<file path="src/rtl/unsigned_seq_div_16x8.sv">
// Restoring unsigned divider, 16-bit dividend by 8-bit divisor, one quotient bit per clock.
// Define UDIV_APPROX_EN to compute only quotient bits 15..TRUNC_L (approximate mode).
module unsigned_seq_div_16x8 #(
  parameter int TRUNC_L = 6
) (
  input  logic        clk,
  input  logic        rst,
  input  logic        in_valid,
  output logic        in_ready,
  input  logic [15:0] dividend,
  input  logic [7:0]  divisor,
  output logic        out_valid,
  input  logic        out_ready,
  output logic [15:0] quotient,
  output logic [7:0]  remainder,
  output logic        div_by_zero
);

  localparam logic [1:0] IDLE = 2'd0;
  localparam logic [1:0] BUSY = 2'd1;
  localparam logic [1:0] DONE = 2'd2;

`ifdef UDIV_APPROX_EN
  localparam int TL = TRUNC_L;
`else
  localparam int TL = 0 * TRUNC_L;
`endif
  localparam int          ITER     = 16 - TL;
  localparam logic [3:0]  CNT_LOAD = 4'(ITER - 1);
  // Low dividend bits that are never shifted in are cleared at load.
  localparam logic [15:0] KEEP     = 16'hFFFF << TL;

  logic [1:0]  state;
  logic [3:0]  cnt;
  logic [15:0] d;
  logic [15:0] q;
  logic [7:0]  r;
  logic [7:0]  dsr;
  logic [8:0]  r_shift;
  logic [7:0]  r_next;
  logic        q_bit;

  assign in_ready  = (state == IDLE);
  assign out_valid = (state == DONE);

  always_comb begin
    r_shift = {r, d[15]};
    q_bit   = (r_shift >= {1'b0, dsr});
    r_next  = q_bit ? (r_shift[7:0] - dsr) : r_shift[7:0];
  end

  always_ff @(posedge clk) begin
    if (rst) begin
      state       <= IDLE;
      cnt         <= '0;
      d           <= '0;
      q           <= '0;
      r           <= '0;
      dsr         <= '0;
      quotient    <= '0;
      remainder   <= '0;
      div_by_zero <= 1'b0;
    end else begin
      case (state)
        IDLE: begin
          if (in_valid) begin
            if (divisor == '0) begin
              quotient    <= '1;
              remainder   <= dividend[7:0];
              div_by_zero <= 1'b1;
              state       <= DONE;
            end else begin
              d     <= dividend & KEEP;
              dsr   <= divisor;
              r     <= '0;
              q     <= '0;
              cnt   <= CNT_LOAD;
              state <= BUSY;
            end
          end
        end
        BUSY: begin
          d <= {d[14:0], 1'b0};
          r <= r_next;
          q <= {q[14:0], q_bit};
          if (cnt == '0) begin
            quotient    <= {q[14:0], q_bit} << TL;
            remainder   <= r_next;
            div_by_zero <= 1'b0;
            state       <= DONE;
          end else begin
            cnt <= cnt - 4'd1;
          end
        end
        DONE: begin
          if (out_ready) state <= IDLE;
        end
        default: state <= IDLE;
      endcase
    end
  end

endmodule
</file>
<file path="config.mk">
export PLATFORM = sky130hd
export DESIGN_NAME = unsigned_seq_div_16x8
export DESIGN_NICKNAME = d
export VERILOG_FILES = /design/src/rtl/unsigned_seq_div_16x8.sv
export SDC_FILE = /design/constraint.sdc
export NUM_CORES = 1
export LEC_CHECK = 0
export CAP_MARGIN = 5
export CORE_MARGIN = 2
export CORE_UTILIZATION = 57
export DETAILED_ROUTE_END_ITERATION = 10
export MAX_ROUTING_LAYER = met4
export PLACE_DENSITY = 0.91
export RECOVER_POWER = 25
export SYNTH_ARGS = -nofsm -noshare
export SYNTH_HDL_FRONTEND = slang
export SYNTH_SLANG_ARGS = --single-unit
</file>
<file path="constraint.sdc">
create_clock -name clk -period 4.3 [get_ports clk]
set_input_delay 0.86 -clock clk [delete_from_list [all_inputs] [get_ports clk]]
set_output_delay 0.86 -clock clk [all_outputs]
set_load 0.02 [all_outputs]
</file>
==> flow_summary_export.csv, run 1 <==
group,metric,value,unit
outcome,status,"finished clean",
sta,rsz0062_at_grt,"no",
synth,synthArstFlopShare,0,%
floorplan,fp.dieW,81.91,um
worst_setup_path,cp_max_fo,21,
worst_setup_path,required,4.56,ns
place,dp_hpwl,5.454,mm
clock_tree,cts_setup_buffers,0,
worst_setup_path,cp-start-kind,"primary input",
clock_tree,cts_tree,"built",
worst_setup_path,critPathTopFamily,"simple AND/OR/NAND/NOR gates",
worst_setup_path,cp_num_buf_inv,1,
global_routing,grt_pass1_wl,13.00,mm
sta,min_period_over_period,69.43,%
pwr,peakVddDrop,0.2688,mV
pwr,power.leakage,0.001683,uW
drt,ant_nets,0,
worst_setup_path,worstSetupPathType,"primary input to register",
worst_setup_path,crit_chain,"dlygate4sd3_1 -> nor4_1 -> nand4_2 -> nand2_2 -> nor2_1 -> or3_1 -> a211oi_2",
synth,yosys_warnings,0,
clock_tree,clk_pin_slew,0.08,ns
synth,synth_area_leaders,"dfxtp_1 45%, nor2_1 10%, nand2_1 5.6%",
floorplan,dieArea,6708,sq um
floorplan,fp.coreArea,5886,sq um
finish,antenna_cells,0,
flow_run,drv_cap,0,
drt,firstDrtPassIters,5,
global_routing,overflow,0,
finish,fin_util,70.83,%
drt,drc,0,
clock_tree,cts_made_buffers,9,
global_routing,global_route.usage.total,25.83,%
sta,setup_viol,0,
sta,postLayoutSetupSlackWorst,1.315,ns
worst_setup_path,cp.arrival,3.25,ns
sta,finalHoldViolations,0,
sta,fmax,335.0,MHz
clock_tree,cts_sinks,78,
drt,via_per_inst,5.802,
finish,fin_nets,498,
synth,syn-instance-count,417,
sta,period_minus_slack,2.985,ns
worst_setup_path,critPathCaptureType,"register",
finish,post-route-cell-area,4169,sq um
synth,synth_most_common_cell,"nor2_1",
drt,drt-total-wl,7.929,mm
drt,maxUsedRoutingLayer,"met4",
synth,synth_seq_cells,78,
sta,fin_setup_tns,0,ns
synth,synthDistinctLibCells,46,
sta,relSlewSlack,25.04,%
floorplan,io_pins,55,
global_routing,grt_antenna_before_repair,0,
drt,met2WireLength,3.747,mm
drt,num_vias,3133,
clock_tree,cts.htree.levels,3,
place,placed_cell_area,3984,sq um
min_path,worstHoldPathCells,2,
synth,syn_nets,455,
finish,syn_to_final_growth,20.51,%
clock_tree,clock_latency,0.35,ns
clock_tree,cts-resized-gates,0,
synth,yosys-top-cells-count,"92 x nor2_1, 78 x dfxtp_1, 52 x nand2_1, 22 x nor3_1, 16 x a311oi_1",
finish,layout-drive-gt1-share,6.452,%
synth,synth_top_area_cell,"dfxtp_1",
drt,drt_iter0_drc,247,
synth,synth_edf_count,0,
clock_tree,cts_root_buf,"clkbuf_8",
sta,drv_slew,0,
min_path,hp-class,"register to register",
clock_tree,clockBufferDepth,2,
place,io_buffers,54,
synth,synth_area_per_cell,8.296,sq um
synth,syn_area,3460,sq um
worst_setup_path,max_stage_delay,0.57,ns
sta,worst_slew_pin_slew,1.124,ns
floorplan,initial_core_util,58.78,%
synth,yosysSeqAreaShare,45.14,%
sta,skew,0.008580,ns
worst_setup_path,cp_num_cells,7,
drt,routedWlPerCell,14.68,um
global_routing,grt_max_degree,41,
synth,synth-main-ff-cell,"dfxtp_1",
place,place_congestion,0.8450,
floorplan,die_y,81.91,um
worst_setup_path,worstRegToRegCells,8,
worst_setup_path,r2r_slack,1.77,ns
synth,synth_top_cell_area_share,45.14,%
clock_tree,holdBufCountCts,0,
floorplan,row_count,28,
global_routing,grt_pass1_vias,2985,
drt,wl_met1,3.516,mm
worst_setup_path,cp_slowest_cell,"dlygate4sd3_1",
pwr,p_per_area,472.0,nW/um^2
place,preCtsSetupSlack,1.303,ns
drt,wl_met3,533,um
worst paths after layout:
check / startpoint / endpoint
worst min-delay path: r[7] / r[7]
worst max register to register: cnt[0] / remainder[7]
worst max-delay path: divisor[7] / remainder[7]
worst min register to register: r[7] / r[7]
routing by layer:
layer  track usage [%]  vias up
met1             33.31     1472
met5                 -        -
met4             10.17        0
met3             5.604       14
met2             39.67      119
li1                  -     1528
sequential cells by signal, summed over array words and instances (netlist names):
signal,cells
cnt,4
dsr,8
r,8
remainder,8
quotient,16
q,15
d,16
div_by_zero,1
state,2
area by class of cell:
cell class	count	area (sq um)
Clock buffer	11	141.4
Clock inverter	5	58.81
Fill cell	460	1717
Inverter	15	56.30
Multi-Input combinational cell	299	1699
Sequential cell	78	1562
Tap cell	75	93.84
Timing Repair Buffer	57	558.0
cell usage in the layout, fill, tap and decap left out, drive strengths merged, types with 15 or more instances in the layout:
cell	Yosys	final
a21oi	15	15
a22oi	15	15
nand2	54	54
clkdlybuf4s50	0	30
dfxtp	78	78
nor3	22	22
nor2	92	92
dlygate4sd3	0	23
inv	15	15
a311oi	17	17
power breakdown:
group	internal [uW]	leakage [uW]	switching (uW)	total [uW]
logic	240	0.000951	343	583
clock network	284	0.0000955	268	552
registers	787	0.000637	45.2	832
total	1310	0.00168	656	1970
tightest hold or removal path: stages (launching register included):
cell and delay (ns):
dfxtp_1 0.32, nand2_1 0.05, o21ai_0 0.06
cell families (layout without fill, tap and decap cells):
| kind of cell | Yosys count | count (layout) | synth area share, % |
|---|---|---|---|
| AOI/OAI and AO/OA | 82 | 82 | 17.00 |
| xor gates and xnor gates | 4 | 4 | 1.013 |
| adders and majority gates | 10 | 10 | 3.834 |
| buffers and inverters | 40 | 88 | 5.389 |
| DFF | 78 | 78 | 45.14 |
| muxes | 10 | 10 | 2.930 |
| and+or+nand+nor | 193 | 193 | 24.70 |
through the flow:
step                instances  power (uW)  hold slack [ns]
floorplan                 417        1287           0.4257
global placement          524        1409           0.4410
detailed placement        524        1428           0.4574
CTS                       540        1975           0.4734
global route              540        2075           0.4897
finish                    540        1968           0.4725
(Power assumes the default switching activity.)
==> run 2, diff against run 1 <==
--- a/config.mk
+++ b/config.mk
@@ -7,10 +7,10 @@
 export LEC_CHECK = 0
 export CAP_MARGIN = 5
 export CORE_MARGIN = 2
-export CORE_UTILIZATION = 57
+export CORE_UTILIZATION = 48
 export DETAILED_ROUTE_END_ITERATION = 10
 export MAX_ROUTING_LAYER = met4
-export PLACE_DENSITY = 0.91
+export PLACE_DENSITY = 0.83
 export RECOVER_POWER = 25
 export SYNTH_ARGS = -nofsm -noshare
 export SYNTH_HDL_FRONTEND = slang
==> constraint.sdc (replaced) <==
create_clock -name clk -period 2.4 [get_ports clk]
set_input_delay 0.48 -clock clk [delete_from_list [all_inputs] [get_ports clk]]
set_output_delay 0.48 -clock clk [all_outputs]
set_load 0.02 [all_outputs]
==> flow_summary_export.csv, run 2 (same netlist as run 1, synthesis figures left out) <==
group,metric,value,unit
drt,routedWlPerCell,14.18,um
floorplan,io_pins,55,
finish,reg.largest.list,"d (16), quotient (16), q (15)",
outcome,status,"finished clean",
worst_setup_path,required,2.64,ns
pwr,totalPowerFinal,3621,uW
worst_setup_path,cp_max_fo,3,
min_path,whs_endpoint,"d[0]",
finish,final_common_cell,"nor2_1",
global_routing,overflow,0,
global_routing,global_route.usage.total,22.14,%
floorplan,dieArea,7902,sq um
clock_tree,clockBufferDepth,2,
finish,fin_nets,510,
sta,period_minus_slack,2.238,ns
sta,rsz0062_at_grt,"no",
sta,drv_slew,0,
drt,num_vias,3098,
clock_tree,cts_made_buffers,9,
pwr,peakVddDrop,0.3470,mV
finish,multi_input_area,1719,sq um
clock_tree,cts.htree.levels,3,
global_routing,grt_max_degree,32,
sta,finalHoldViolations,0,
flow_run,drv_cap,0,
clock_tree,cts_tree,"built",
sta,setup_viol,0,
worst_setup_path,timing.rr.end,"remainder[6]",
drt,ant_nets,0,
clock_tree,clock_latency,0.35,ns
min_path,worstHoldPathCells,2,
clock_tree,cts_root_buf,"clkbuf_8",
worst_setup_path,r2r_slack,0.16,ns
pwr,p_per_area,837.3,nW/um^2
floorplan,fp.coreArea,6869,sq um
place,place_congestion,0.8798,
min_path,hold_start,"d[0]",
place,dp_hpwl,5.713,mm
global_routing,grt_antenna_before_repair,0,
global_routing,grt_pass1_vias,2908,
sta,skew,0.006978,ns
worst_setup_path,worstRegToRegCells,9,
finish,seq_area,1562,sq um
place,io_buffers,54,
floorplan,row_count,30,
finish,fin_cells,573,
global_routing,grt_pass1_wl,13.26,mm
worst_setup_path,cp-start-kind,"register",
place,placed_cells,555,
pwr,power.leakage,0.001734,uW
sta,min_period_over_period,93.23,%
worst_setup_path,cp.arrival,2.48,ns
worst_setup_path,worstSetupPathType,"register to register",
drt,firstDrtPassIters,4,
worst_setup_path,critPathCaptureType,"register",
finish,num-fill-cells,585,
clock_tree,clk_pin_slew,0.08,ns
floorplan,fp.dieW,88.90,um
finish,layout_common_cells,"92 x nor2_1, 78 x dfxtp_1, 52 x nand2_1, 35 x clkdlybuf4s50_1, 22 x nor3_1",
sta,fmax,446.9,MHz
drt,via_per_inst,5.407,
drt,drt-total-wl,8.125,mm
sta,worst_slew_pin_slew,0.5787,ns
clock_tree,cts_sinks,78,
worst_setup_path,r2r_start,"d[15]",
finish,layout-drive-gt1-share,9.015,%
finish,syn_to_final_growth,25.03,%
floorplan,die_y,88.90,um
drt,drt_iter0_drc,148,
finish,antenna_cells,0,
sta,relSlewSlack,61.42,%
drt,drc,0,
floorplan,initial_core_util,50.36,%
min_path,hp-class,"register to register",
[run 2: cell types whose count changed in the layout (fill, tap and decap cells not counted), sizes merged]
cell           previous run  this run
buf                       4        15
inv                      15        16
clkinvlp                  2         1
clkdlybuf4s50            30        35
clkinv                    2         3
dlygate4sd3              23        18
[run 2: worst max path at each step]
| stage | endpoint | startpoint | slack (ns) | cells past startpoint |
|---|---|---|---|---|
| floorplan | remainder[6] | d[15] | 0.33 | 9 |
| global placement | remainder[7] | divisor[3] | 0.13 | 7 |
| detailed placement | d[3] | divisor[7] | -0.002 | 7 |
| CTS | remainder[6] | d[15] | 0.08 | 9 |
| global route | remainder[6] | d[15] | 0.03 | 9 |
| finish | remainder[6] | d[15] | 0.16 | 9 |
[run 2: metrics by stage]
step / utilization (%) / TNS, ns / hold WS (ns) / instance area, sq um / worst slack (ns)
after floorplan: - / 0 / 0.4257 / 3460 / 0.3333
after detailed placement: 59.84 / -0.002177 / 0.4582 / 4110 / -0.002177
after CTS: 62.73 / 0 / 0.4785 / 4309 / 0.07899
after global placement: 59.84 / 0 / 0.4483 / 4110 / 0.1324
final: 62.97 / 0 / 0.4841 / 4325 / 0.1624
after global routing: 62.97 / 0 / 0.5058 / 4325 / 0.02690
[run 2: power breakdown]
part / switching [uW] / internal (uW) / total, uW
logic: 640 / 502 / 1140
registers: 77.6 / 1410 / 1490
clock network: 502 / 490 / 992
total: 1220 / 2400 / 3620
[run 2: per-layer routing]
metal / up-vias / routed length [um] / GRT usage (%)
met2: 90 / 3859 / 35.07
met5: - / 0 / -
li1: 1553 / - / -
met4: 0 / 86 / 9.091
met1: 1448 / 3635 / 28.06
met3: 7 / 543 / 3.878
[run 2: what timing repair did]
item,in CTS,in global routing
setup endpoints to repair,0,3
hold buffers,0,0
resized for setup,0,1
buffers inserted,0,2
[run 2: cell type report]
type | count | share of cell area [%]
clock buffers | 10 | 2.951
clock inverters | 6 | 1.649
inverters | 15 | 1.302
multi-input cells | 299 | 39.75
flip-flops and latches | 78 | 36.10
well taps | 96 | 2.777
repair buffers | 69 | 15.48
[run 2: worst max-delay path: stages, from the launching register on]
cell and delay [ns]:
dfxtp_1 0.36, inv_1 0.06, ha_1 0.24, fa_1 0.41
nand2b_1 0.19, a211oi_2 0.18, o21a_1 0.14, or3_1 0.10
a31oi_1 0.11, a2111oi_2 0.32
